$ cat src/rtl/servo_sort_sequencer.sv
// Sort-operation sequencer: drives the turntable servo, then the track servo, from one
// accepted instruction, with conditioned limit switches, per-phase timeouts and a latched fault.
module servo_sort_sequencer #(
  parameter int         DEBOUNCE_CYCLES = 500000,
  parameter int         SETTLE_CYCLES   = 1500000,
  parameter int         TIMEOUT_CYCLES  = 100000000,
  parameter logic [7:0] TURN_SPEED      = 8'hFF,
  parameter logic [7:0] TRACK_FWD       = 8'hFF,
  parameter logic [7:0] TRACK_BACK      = 8'h00
) (
  input  logic        clk,
  input  logic        reset,
  input  logic [10:0] instr,
  input  logic        instr_valid,
  output logic        instr_ready,
  input  logic        correct,
  input  logic        extended,
  input  logic        retracted,
  input  logic        fault_clear,
  output logic        turntable_enable,
  output logic [7:0]  turntable_position,
  output logic        track_enable,
  output logic [7:0]  track_position,
  output logic        busy,
  output logic        done,
  output logic        fault,
  output logic [1:0]  fault_code
);

  localparam int DB_W = (DEBOUNCE_CYCLES > 1) ? $clog2(DEBOUNCE_CYCLES) : 1;
  localparam int GP_W = (SETTLE_CYCLES > 1)   ? $clog2(SETTLE_CYCLES)   : 1;
  localparam int TO_W = (TIMEOUT_CYCLES > 1)  ? $clog2(TIMEOUT_CYCLES)  : 1;

  localparam logic [DB_W-1:0] DB_LAST = DB_W'(DEBOUNCE_CYCLES - 1);
  localparam logic [GP_W-1:0] GP_LAST = GP_W'(SETTLE_CYCLES - 1);
  localparam logic [TO_W-1:0] TO_LAST = TO_W'(TIMEOUT_CYCLES - 1);
  localparam logic [DB_W-1:0] DB_ONE  = DB_W'(1);
  localparam logic [GP_W-1:0] GP_ONE  = GP_W'(1);
  localparam logic [TO_W-1:0] TO_ONE  = TO_W'(1);

  typedef enum logic [2:0] {
    S_IDLE  = 3'd0,
    S_SPIN  = 3'd1,
    S_GAP   = 3'd2,
    S_PUSH  = 3'd3,
    S_PULL  = 3'd4,
    S_FAULT = 3'd5
  } state_t;

  state_t          r_state;
  state_t          w_state_next;
  logic [1:0]      r_corr_sync;
  logic [1:0]      r_ext_sync;
  logic [1:0]      r_ret_sync;
  logic            r_ext_db;
  logic            r_ret_db;
  logic [DB_W-1:0] r_ext_cnt;
  logic [DB_W-1:0] r_ret_cnt;
  logic [GP_W-1:0] r_gap_cnt;
  logic [TO_W-1:0] r_tmo_cnt;
  logic            r_maint;
  logic            w_accept;
  logic            w_done;
  logic            w_fault_take;
  logic [1:0]      w_fault_code;
  logic            w_tmo_hit;
  logic            w_conflict;
  logic            w_timed_state;
  logic            w_unused_instr_bits;

  logic            r_tt_en;
  logic [7:0]      r_tt_pos;
  logic            r_tr_en;
  logic [7:0]      r_tr_pos;
  logic            r_busy;
  logic            r_ready;
  logic            r_done;
  logic            r_fault;
  logic [1:0]      r_fault_code;

  assign w_unused_instr_bits = instr[10] ^ instr[8];
  assign w_tmo_hit     = (r_tmo_cnt == TO_LAST);
  assign w_conflict    = r_ext_db && r_ret_db;
  assign w_timed_state = (r_state == S_SPIN) || (r_state == S_PUSH) || (r_state == S_PULL);

  // Two-flop synchronizers for the asynchronous inputs.
  always_ff @(posedge clk or posedge reset) begin
    if (reset) begin
      r_corr_sync <= 2'b00;
      r_ext_sync  <= 2'b00;
      r_ret_sync  <= 2'b00;
    end else begin
      r_corr_sync <= {r_corr_sync[0], correct};
      r_ext_sync  <= {r_ext_sync[0], extended};
      r_ret_sync  <= {r_ret_sync[0], retracted};
    end
  end

  // Extended switch debouncer: flips only after a full run of disagreeing cycles.
  always_ff @(posedge clk or posedge reset) begin
    if (reset) begin
      r_ext_db  <= 1'b0;
      r_ext_cnt <= '0;
    end else if (r_ext_sync[1] == r_ext_db) begin
      r_ext_cnt <= '0;
    end else if (r_ext_cnt == DB_LAST) begin
      r_ext_db  <= r_ext_sync[1];
      r_ext_cnt <= '0;
    end else begin
      r_ext_cnt <= r_ext_cnt + DB_ONE;
    end
  end

  // Retracted switch debouncer.
  always_ff @(posedge clk or posedge reset) begin
    if (reset) begin
      r_ret_db  <= 1'b0;
      r_ret_cnt <= '0;
    end else if (r_ret_sync[1] == r_ret_db) begin
      r_ret_cnt <= '0;
    end else if (r_ret_cnt == DB_LAST) begin
      r_ret_db  <= r_ret_sync[1];
      r_ret_cnt <= '0;
    end else begin
      r_ret_cnt <= r_ret_cnt + DB_ONE;
    end
  end

  // Phase counters restart on every state change and saturate instead of wrapping.
  always_ff @(posedge clk or posedge reset) begin
    if (reset) begin
      r_gap_cnt <= '0;
      r_tmo_cnt <= '0;
    end else if (w_state_next != r_state) begin
      r_gap_cnt <= '0;
      r_tmo_cnt <= '0;
    end else begin
      if ((r_state == S_GAP) && (r_gap_cnt != GP_LAST)) begin
        r_gap_cnt <= r_gap_cnt + GP_ONE;
      end else begin
        r_gap_cnt <= r_gap_cnt;
      end
      if (w_timed_state && !w_tmo_hit) begin
        r_tmo_cnt <= r_tmo_cnt + TO_ONE;
      end else begin
        r_tmo_cnt <= r_tmo_cnt;
      end
    end
  end

  // State register.
  always_ff @(posedge clk or posedge reset) begin
    if (reset) begin
      r_state <= S_IDLE;
    end else begin
      r_state <= w_state_next;
    end
  end

  // Next-state logic; exits beat timeouts, switch conflict beats everything in PUSH/PULL.
  always_comb begin
    w_state_next = r_state;
    w_accept     = 1'b0;
    w_done       = 1'b0;
    w_fault_take = 1'b0;
    w_fault_code = 2'd0;
    case (r_state)
      S_IDLE: begin
        if (instr_valid) begin
          w_accept     = 1'b1;
          w_state_next = S_SPIN;
        end else begin
          w_state_next = S_IDLE;
        end
      end
      S_SPIN: begin
        if (r_corr_sync[1]) begin
          if (r_maint) begin
            w_state_next = S_IDLE;
            w_done       = 1'b1;
          end else begin
            w_state_next = S_GAP;
          end
        end else if (w_tmo_hit) begin
          w_state_next = S_FAULT;
          w_fault_take = 1'b1;
          w_fault_code = 2'd1;
        end else begin
          w_state_next = S_SPIN;
        end
      end
      S_GAP: begin
        if (r_gap_cnt == GP_LAST) begin
          w_state_next = S_PUSH;
        end else begin
          w_state_next = S_GAP;
        end
      end
      S_PUSH: begin
        if (w_conflict) begin
          w_state_next = S_FAULT;
          w_fault_take = 1'b1;
          w_fault_code = 2'd0;
        end else if (r_ext_db) begin
          w_state_next = S_PULL;
        end else if (w_tmo_hit) begin
          w_state_next = S_FAULT;
          w_fault_take = 1'b1;
          w_fault_code = 2'd2;
        end else begin
          w_state_next = S_PUSH;
        end
      end
      S_PULL: begin
        if (w_conflict) begin
          w_state_next = S_FAULT;
          w_fault_take = 1'b1;
          w_fault_code = 2'd0;
        end else if (r_ret_db) begin
          w_state_next = S_IDLE;
          w_done       = 1'b1;
        end else if (w_tmo_hit) begin
          w_state_next = S_FAULT;
          w_fault_take = 1'b1;
          w_fault_code = 2'd3;
        end else begin
          w_state_next = S_PULL;
        end
      end
      S_FAULT: begin
        if (fault_clear) begin
          w_state_next = S_IDLE;
        end else begin
          w_state_next = S_FAULT;
        end
      end
      default: begin
        w_state_next = S_IDLE;
      end
    endcase
  end

  // Output registers decoded from the next state so they line up with the state register.
  always_ff @(posedge clk or posedge reset) begin
    if (reset) begin
      r_tt_en      <= 1'b0;
      r_tt_pos     <= 8'h00;
      r_tr_en      <= 1'b0;
      r_tr_pos     <= TRACK_BACK;
      r_busy       <= 1'b0;
      r_ready      <= 1'b1;
      r_done       <= 1'b0;
      r_fault      <= 1'b0;
      r_fault_code <= 2'd0;
      r_maint      <= 1'b0;
    end else begin
      r_tt_en <= (w_state_next == S_SPIN);
      r_tr_en <= (w_state_next == S_PUSH) || (w_state_next == S_PULL);
      r_busy  <= (w_state_next != S_IDLE);
      r_ready <= (w_state_next == S_IDLE);
      r_done  <= w_done;
      r_fault <= (w_state_next == S_FAULT);
      if (w_accept) begin
        r_maint  <= instr[9];
        r_tt_pos <= instr[9] ? instr[7:0] : TURN_SPEED;
      end else begin
        r_maint  <= r_maint;
        r_tt_pos <= r_tt_pos;
      end
      if (w_state_next == S_PUSH) begin
        r_tr_pos <= TRACK_FWD;
      end else if (w_state_next == S_PULL) begin
        r_tr_pos <= TRACK_BACK;
      end else begin
        r_tr_pos <= r_tr_pos;
      end
      if (w_fault_take) begin
        r_fault_code <= w_fault_code;
      end else begin
        r_fault_code <= r_fault_code;
      end
    end
  end

  assign instr_ready        = r_ready;
  assign turntable_enable   = r_tt_en;
  assign turntable_position = r_tt_pos;
  assign track_enable       = r_tr_en;
  assign track_position     = r_tr_pos;
  assign busy               = r_busy;
  assign done               = r_done;
  assign fault              = r_fault;
  assign fault_code         = r_fault_code;

endmodule

$ cat config.mk
export PLATFORM = sky130hd
export DESIGN_NAME = servo_sort_sequencer
export DESIGN_NICKNAME = d
export VERILOG_FILES = /design/src/rtl/servo_sort_sequencer.sv
export SDC_FILE = /design/constraint.sdc
export NUM_CORES = 1
export LEC_CHECK = 0
export ABC_AREA = 1
export CORE_ASPECT_RATIO = 2
export CORE_MARGIN = 1
export CORE_UTILIZATION = 50
export DETAILED_ROUTE_END_ITERATION = 10
export PLACE_DENSITY = 0.75
export SETUP_SLACK_MARGIN = 0.02
export SYNTH_ARGS = -nofsm -noshare
export SYNTH_HDL_FRONTEND = slang
export SYNTH_SLANG_ARGS = --single-unit
$ cat constraint.sdc
create_clock -name clk -period 9.9 [get_ports clk]
set_input_delay 0.99 -clock clk [delete_from_list [all_inputs] [get_ports clk]]
set_output_delay 0.99 -clock clk [all_outputs]
set_load 0.03 [all_outputs]
==> run_results.csv, run 1 <==
group,metric,value,unit
status,status,"finished, final reports clean",
synth,ys_ff_latch,115,
synth,synthTopCellsByCount,"135 x nand2_1, 114 x dfrtp_1, 107 x nor2_1",
pwr,p_int,1.036,mW
sta,finalSetupViolations,0,
grt,grt_use_total,0.2262,
drt,routedWlPerCell,13.84,um
drt,drc,0,
floorplanning,start_util,0.5167,
drt,drtPass1Iterations,6,
synth,synthDominantCellAreaShare,0.4527,
floorplanning,core-area,0.01220,mm^2
synth,yosysTopAreaCell,"dfrtp_1",
synth,postSynthNetCount,757,
synth,ys_seq_area_frac,0.4569,
pwr,power.net_switching,0.6333,mW
synth,synth_cell_types,39,
pwr,cellPowerDensity,226.9,mW/mm^2
sta,max-slew-margin-rel,0.4894,
sta,period_share,0.2755,
floorplanning,rows,57,
synth,yosysWarnings,0,
placement,gp_congestion,0.9107,
drt,wl,13050,um
pwr,comb_power_share,0.312,
clock_tree,clk_pin_slew,60,ps
worst_setup_path,cp_max_fo,46,
grt,grt_pass1_vias,5256,
drt,wl_met3,334,um
pwr,pwr-share-clk,0.368,
drt,postRouteAntennaNets,0,
cells_and_area,fillers,991,
clock_tree,cts_buffers,17,
clock_tree,clockRootBuffer,"clkbuf_16",
pwr,sw_frac_of_total,0.3793,
synth,synthCells,735,
worst_setup_path,end_kind,"flip-flop",
synth,yosysMostFrequentCell,"nand2_1",
worst_setup_path,path_class,"in -> reg",
cells_and_area,antenna_cells,0,
drt,wl_met2,7552,um
worst_hold_path,hp-start,"r_ret_sync[0]",
sta,fin_crit,2728,ps
drt,routed.top_layer,"met4",
cells_and_area,drive_gt1_frac,0.1495,
clock_tree,cts_max_level,4,
pwr,ir_drop,296.2,uV
placement,dp_slack,6736,ps
synth,async_flop_share,1.000,
drt,met1_length,4733,um
cells_and_area,area_growth_syn_to_layout,16.76,%
grt,grt_pass1_wl,22690,um
sta,timing.final.ws_setup,7172,ps
placement,dp.cells,911,
synth,yosys-top-cells-area,"dfrtp_1 45%, nand2_1 8.0%, nor2_4 7.5%",
clock_tree,postCtsSetupBuffers,0,
placement,io_buffers,39,
cells_and_area,final_net_count,805,
clock_tree,cts_tree,"yes",
worst_setup_path,cp-startpoint,"instr_valid",
placement,place_hpwl,9303,um
cells_and_area,fin_util,0.6033,
grt,grt_max_degree,61,
drt,vias,4930,
worst_hold_path,hold_path.class,"reg -> reg",
sta,tightest_slew,766.0,ps
synth,synth_enable_flop_cells,0,
worst_setup_path,reg2reg_from,"r_tmo_cnt[0]",
worst_setup_path,required,10180,ps
drt,routed_via_density,5.228,
sta,fin_skew,12.62,ps
floorplanning,io_pins,42,
synth,synth_flop_cell,"dfrtp_1",
sta,drv_slew,0,
clock_tree,insertion_delay,420,ps
worst_setup_path,worstPathArrival,3010,ps
cells_and_area,final_cells,943,
flow_run,cap_violations,0,
pwr,power_frac_seq,0.320,
sta,max_freq,0.3666,GHz
grt,grt_antenna_before_repair,0,
worst_setup_path,start_kind,"input pin",
clock_tree,holdBufCountCts,0,
clock_tree,cts_sinks,115,
drt,drtIter0Drc,251,
synth,netlist_area,0.006301,mm^2
synth,avgSynthCellArea,8.573,um^2
grt,overflow,0,
sta,rsz0062_at_grt,"no",
clock_tree,cts.path.max_buffers,2,
clock_tree,cts_resized,0,
sta,fin_tns_setup,0,ps
worst_setup_path,reg2reg_slack,7460,ps
pwr,leakagePower,3.184,nW
floorplanning,fp.dieH,160.8,um
floorplanning,die-area,0.01308,mm^2
sta,hold_violations,0,
floorplanning,fp.dieW,81.38,um
## registers in the layout (all words and copies together), names as in the netlist, 2 cells and up
name	flops
turntable_position	8
r_corr_sync	2
r_gap_cnt	21
r_ret_cnt	19
fault_code	2
r_ext_cnt	19
r_ret_sync	2
r_state	3
r_ext_sync	2
r_tmo_cnt	27
## cells by family (layout without fill, tap and decap cells)
logic type	after synthesis	count (layout)	share of synthesized area
AOI/OAI and AO/OA	62	62	0.05997
xor gates and xnor gates	39	39	0.05421
adders and majority gates	4	4	0.007943
buffers and inverters	115	176	0.08419
DFF	115	115	0.4569
and+or+nand+nor	400	400	0.3368
## final cells by class
| class | count | area [um^2] | share of cell area |
|---|---|---|---|
| inverter | 103 | 396.6 | 0.05391 |
| tap | 147 | 183.9 | 0.02500 |
| clock buffer | 19 | 452.9 | 0.06156 |
| timing repair buffer | 41 | 405.4 | 0.05510 |
| clock inverter | 13 | 147.6 | 0.02007 |
| multi-input combinational | 505 | 2892 | 0.3930 |
| sequential | 115 | 2879 | 0.3913 |
## power groups by stage
stage / Combinational [mW] / Sequential, mW / Clock, mW
floorplan: 0.429 / 0.584 / 0
global placement: 0.520 / 0.540 / 0
detailed placement: 0.527 / 0.543 / 0
CTS: 0.529 / 0.534 / 0.623
global route: 0.558 / 0.539 / 0.647
finish: 0.521 / 0.534 / 0.614
## critical path, stage by stage
cell             delay, ps
clkdlybuf4s50_1        460
nand2_1                 50
nor3_1                 160
buf_4                  240
inv_1                   60
nand4_1                 80
nor2_2                  80
nand3_2                 80
nand2_2                 70
nand2_4                 80
nor2_8                  40
inv_8                  460
nor2_1                 110
## final timing paths
kind / end / cells past startpoint
max: r_gap_cnt[20] / 13
min: r_ret_sync[1] / 0
max reg2reg: r_gap_cnt[20] / 14
min reg2reg: r_ret_sync[1] / 0
max in group asynchronous: r_tmo_cnt[13] / 3
min in group asynchronous: r_corr_sync[0] / 2
## cell usage in the layout, fill, tap and decap left out, types with 9 or more instances in the layout
master / n
xor2_1: 32
a21oi_1: 21
nand2_1: 135
nor2_4: 42
inv_1: 95
nor3_1: 9
nor2_1: 107
dfrtp_1: 114
nand3_1: 36
clkdlybuf4s50_1: 39
o21ai_0: 17
nand2_2: 9
nor2_2: 12
clkbuf_16: 17
nand4_1: 24
## per-layer routing
layer,track usage,vias to the layer above
li1,-,2417
met1,0.2272,2381
met2,0.4098,92
met3,0.04545,40
met4,0.1331,0
met5,0,-
## through the flow
stage	cell area (um^2)	hold WS (ps)	power, mW
after floorplan	6301	331.2	1.013
after global placement	6756	334.4	1.060
after detailed placement	6756	334.7	1.070
after CTS	7357	347.0	1.686
after global routing	7357	363.2	1.744
final	7357	345.8	1.669
Note: power is estimated with default switching activity, not from simulation.
==> run 2: changes to the inputs <==
PLACE_DENSITY = 0.78   (was 0.75)
clock period = 2.37 ns   (was 9.9 ns; I/O delays follow)
==> run_results.csv, run 2 (synthesis gave the netlist of run 1 again) <==
group,metric,value,unit
worst_setup_path,path_class,"reg -> reg",
sta,finalSetupViolations,0,
placement,io_buffers,39,
cells_and_area,final_common_cell,"nand2_1",
floorplanning,start_util,0.5167,
clock_tree,cts_sinks,115,
cells_and_area,antenna_cells,0,
sta,fin_tns_setup,0,ps
floorplanning,fp.dieW,81.38,um
flow_run,cap_violations,0,
status,status,"finished, final reports clean",
sta,hold_violations,0,
grt,grt_antenna_before_repair,0,
floorplanning,core-area,0.01220,mm^2
sta,finalHoldWorstSlack,211.5,ps
pwr,p_total,7.318,mW
cells_and_area,layout_common_cells,"135 x nand2_1, 114 x dfrtp_1, 107 x nor2_1",
clock_tree,cts_resized,0,
grt,grt_use_total,0.2196,
placement,place_area,0.006910,mm^2
clock_tree,cts_tree,"yes",
cells_and_area,largest-register,"r_tmo_cnt",
placement,place_hpwl,9364,um
sta,fin_crit,2165,ps
grt,grt_max_degree,46,
worst_setup_path,reg2reg_slack,210,ps
cells_and_area,final_cells,955,
worst_setup_path,worstPathArrival,2450,ps
drt,drtIter0Drc,304,
pwr,ir_drop,623.8,uV
clock_tree,clockRootBuffer,"clkbuf_16",
worst_hold_path,hold_path.class,"in -> async",
cells_and_area,area_growth_syn_to_layout,19.16,%
grt,grt_pass1_vias,5008,
floorplanning,io_pins,42,
sta,rsz0062_at_grt,"no",
cells_and_area,largest_register_ffs,27,
placement,dp_slack,199.8,ps
sta,tightest_slew,469.3,ps
clock_tree,holdBufCountCts,0,
placement,dp.cells,923,
clock_tree,cts_buffers,17,
worst_setup_path,start_kind,"flip-flop",
drt,postRouteAntennaNets,0,
drt,drc,0,
cells_and_area,drive_gt1_frac,0.1584,
pwr,leakagePower,3.259,nW
clock_tree,postCtsSetupBuffers,0,
worst_setup_path,required,2660,ps
pwr,cellPowerDensity,974.7,mW/mm^2
sta,drv_slew,0,
drt,routedWlPerCell,13.38,um
clock_tree,cts_max_level,4,
drt,wl,12780,um
worst_setup_path,cp_max_fo,13,
grt,grt_pass1_wl,22060,um
floorplanning,die-area,0.01308,mm^2
floorplanning,rows,57,
drt,drtPass1Iterations,6,
cells_and_area,final_net_count,817,
cells_and_area,largestRegisters,"r_tmo_cnt x27, r_gap_cnt x21",
drt,vias,4898,
placement,gp_congestion,0.9488,
drt,routed_via_density,5.129,
clock_tree,insertion_delay,420,ps
grt,overflow,0,
sta,fin_skew,9.467,ps
sta,timing.final.ws_setup,205.1,ps
sta,max-slew-margin-rel,0.6865,
floorplanning,fp.dieH,160.8,um
sta,max_freq,0.4619,GHz
clock_tree,cts.path.max_buffers,2,
cells_and_area,fin_util,0.6157,
sta,period_share,0.9134,
worst_setup_path,end_kind,"flip-flop",
cells_and_area,design_area,0.007508,mm^2
clock_tree,clk_pin_slew,50,ps
==> run 2: changes by cell type in the layout (fill, tap and decap cells not counted), moves of 2 or more <==
cell	previous run	this run
buf_12	0	5
buf_4	2	9
clkbuf_1	0	3
clkinv_2	2	4
clkinv_4	4	1
clkinvlp_4	1	3
inv_6	4	0
==> run 2: path summary, 6_finish.rpt <==
kind	start	endpoint	cells after the start
hold / removal	reset	r_ret_cnt[15]	2
setup reg to reg	r_tmo_cnt[0]	r_tmo_cnt[16]	15
setup / recovery	r_tmo_cnt[0]	r_tmo_cnt[16]	15
max in group asynchronous	reset	r_tmo_cnt[5]	3
min in group clk	correct	r_corr_sync[0]	1
hold reg to reg	r_corr_sync[0]	r_corr_sync[1]	0
==> run 2: layout make-up <==
type                            instances  area [um^2]
Timing Repair Buffer                   53        558.0
Inverter                              103        397.9
Clock inverter                         10        133.9
Fill cell                             988         4687
Clock buffer                           22        464.2
Tap cell                              147        183.9
Sequential cell                       115         2879
Multi-Input combinational cell        505         2892
==> run 2: metal layers <==
metal	routed length [um]	vias to the layer above	track usage
li1	-	2441	-
met1	4708	2300	0.2233
met2	7261	119	0.4053
met3	366	38	0.04205
met4	438	0	0.1104
met5	0	-	0
==> run 2: worst max-delay path, stage by stage, from the launching register on <==
cell     delay (ps)
dfrtp_1         390
ha_1            190
nand2_1          90
nor2_2          140
nand2_2         120
nor2_4          140
nand2_4         100
nand2_1          70
nand2_1          90
nand3_2         110
nand2_2          60
nand2_4          80
nor2_8           40
inv_8           160
buf_12          210
nor2_4           40
==> run 2: power by group <==
part / switching (mW) / internal (mW)
Combinational: 1.64 / 0.856
Clock: 0.891 / 1.70
Sequential: 0.106 / 2.13
==> run 3: changes to the inputs <==
PLACE_DENSITY = 0.75   (was 0.78)
clock period = 2.5 ns   (was 2.37 ns; I/O delays follow)
==> run_results.csv, run 3 (synthesis gave the netlist of run 1 again) <==
group,metric,value,unit
sta,period_share,0.8710,
pwr,power_frac_seq,0.314,
clock_tree,cts_resized,0,
sta,timing.final.ws_setup,322.6,ps
worst_setup_path,required,2850,ps
sta,fin_crit,2177,ps
sta,finalSetupViolations,0,
pwr,ir_drop,707.9,uV
cells_and_area,final_net_count,810,
worst_setup_path,cp_slowest_cell,"dfrtp_1",
cells_and_area,fin_util,0.6070,
drt,vias,4967,
worst_setup_path,cp_num_buf_inv,1,
cells_and_area,largest-register,"r_tmo_cnt",
worst_setup_path,cp_max_fo,4,
clock_tree,cts.path.max_buffers,2,
sta,fin_skew,8.333,ps
sta,fin_tns_setup,0,ps
status,status,"finished, final reports clean",
pwr,cellPowerDensity,910.9,mW/mm^2
floorplanning,start_util,0.5167,
clock_tree,cts_max_level,4,
placement,dp_slack,331.4,ps
grt,grt_max_degree,116,
clock_tree,cts_sinks,115,
drt,drc,0,
grt,grt_antenna_before_repair,0,
sta,tightest_slew,634.0,ps
placement,place_hpwl,9560,um
cells_and_area,final_common_cell,"nand2_1",
drt,drtPass1Iterations,5,
cells_and_area,largest_register_ffs,27,
worst_setup_path,worstPathArrival,2530,ps
sta,hold_violations,0,
cells_and_area,antenna_cells,0,
floorplanning,fp.dieH,160.8,um
clock_tree,cts_buffers,17,
pwr,power.net_switching,2.606,mW
floorplanning,die-area,0.01308,mm^2
drt,routed_via_density,5.239,
clock_tree,clockRootBuffer,"clkbuf_16",
sta,max-slew-margin-rel,0.5774,
drt,postRouteAntennaNets,0,
floorplanning,fp.dieW,81.38,um
drt,wl,13270,um
grt,grt_pass1_wl,22820,um
clock_tree,postCtsSetupBuffers,0,
floorplanning,core-area,0.01220,mm^2
floorplanning,io_pins,42,
placement,gp_congestion,0.9017,
clock_tree,holdBufCountCts,0,
worst_setup_path,start_kind,"flip-flop",
sta,finalHoldWorstSlack,268.8,ps
pwr,comb_power_share,0.335,
sta,rsz0062_at_grt,"no",
sta,max_freq,0.4593,GHz
floorplanning,rows,57,
clock_tree,clk_pin_slew,60,ps
clock_tree,insertion_delay,420,ps
worst_setup_path,path_class,"reg -> reg",
worst_setup_path,critPathTopFamily,"simple AND/OR/NAND/NOR gates",
worst_setup_path,crit_chain,"ha_1 > nand2_1 > nor2_1 > inv_1 > nor2_2 > nand3_1 > nor2_2 > nand4_1 > nor2_1 > o21ai_0 > a21oi_1",
pwr,p_total,6.743,mW
flow_run,cap_violations,0,
placement,io_buffers,39,
cells_and_area,layout_common_cells,"135 x nand2_1, 114 x dfrtp_1, 107 x nor2_1",
pwr,leakagePower,3.194,nW
drt,drtIter0Drc,321,
grt,grt_use_total,0.2291,
grt,grt_pass1_vias,5143,
worst_hold_path,hold_path.class,"in -> reg",
worst_setup_path,critPathMaxStageDelay,370,ps
clock_tree,cts_tree,"yes",
worst_setup_path,end_kind,"flip-flop",
drt,routedWlPerCell,13.99,um
cells_and_area,drive_gt1_frac,0.1548,
cells_and_area,area_growth_syn_to_layout,17.47,%
pwr,pwr-share-clk,0.352,
grt,overflow,0,
pwr,p_int,4.136,mW
pwr,sw_frac_of_total,0.3866,
cells_and_area,largestRegisters,"r_tmo_cnt x27, r_gap_cnt x21",
sta,drv_slew,0,
## run 3: cell types whose count changed in the layout (fill, tap and decap cells not counted), sizes merged
cell and change:
buf -7, bufinv -2, clkbuf -4, clkinvlp +1, inv +6, clkinv -1
## run 3: final cells by class
type	count	area (um^2)
Clock buffer	18	439.2
Clock inverter	14	142.6
Fill cell	991	4793
Inverter	103	397.9
Multi-Input combinational cell	505	2892
Sequential cell	115	2879
Tap cell	147	183.9
Timing Repair Buffer	46	467.9
## run 3: power groups by stage
stage / logic, mW / registers, mW / clock network, mW
global placement: 2.23 / 2.14 / 0
finish: 2.26 / 2.11 / 2.37
detailed placement: 2.28 / 2.15 / 0
floorplan: 1.70 / 2.31 / 0
CTS: 2.29 / 2.12 / 2.40
global route: 2.41 / 2.13 / 2.49
## run 3: final timing paths
path	startpoint	end	slack (ps)	cells after the start
max in group asynchronous	reset	r_gap_cnt[7]	1660	3
min in group asynchronous	reset	r_tmo_cnt[22]	320	3
hold reg to reg	r_ext_sync[0]	r_ext_sync[1]	350	0
setup / recovery	r_ext_cnt[0]	r_ext_cnt[18]	320	11
setup reg to reg	r_ext_cnt[0]	r_ext_cnt[18]	320	11
hold / removal	correct	r_corr_sync[0]	270	1
## run 3: per-layer routing
layer | wire length [um] | share of wire | up-vias | track usage
met5 | 0 | 0 | - | 0
met2 | 7569 | 0.57 | 89 | 0.4148
met4 | 456 | 0.034 | 0 | 0.1307
met1 | 4906 | 0.37 | 2401 | 0.2376
li1 | - | - | 2441 | -
met3 | 334 | 0.025 | 36 | 0.03807
## run 3: through the flow
step | instances | area (um^2)
floorplan | 735 | 6305
global placement | 916 | 6820
detailed placement | 916 | 6820
CTS | 948 | 7402
global route | 948 | 7402
finish | 948 | 7402
## run 3: worst register-to-register path: cells and delay by family (launching register included)
kind / cells / cell delay [ps]
flip-flops: 1 / 370
buffers and inverters: 1 / 120
AND/OR/NAND/NOR: 7 / 1210
adder cells (fa/ha/maj): 1 / 190
AO/OA/AOI/OAI: 2 / 230
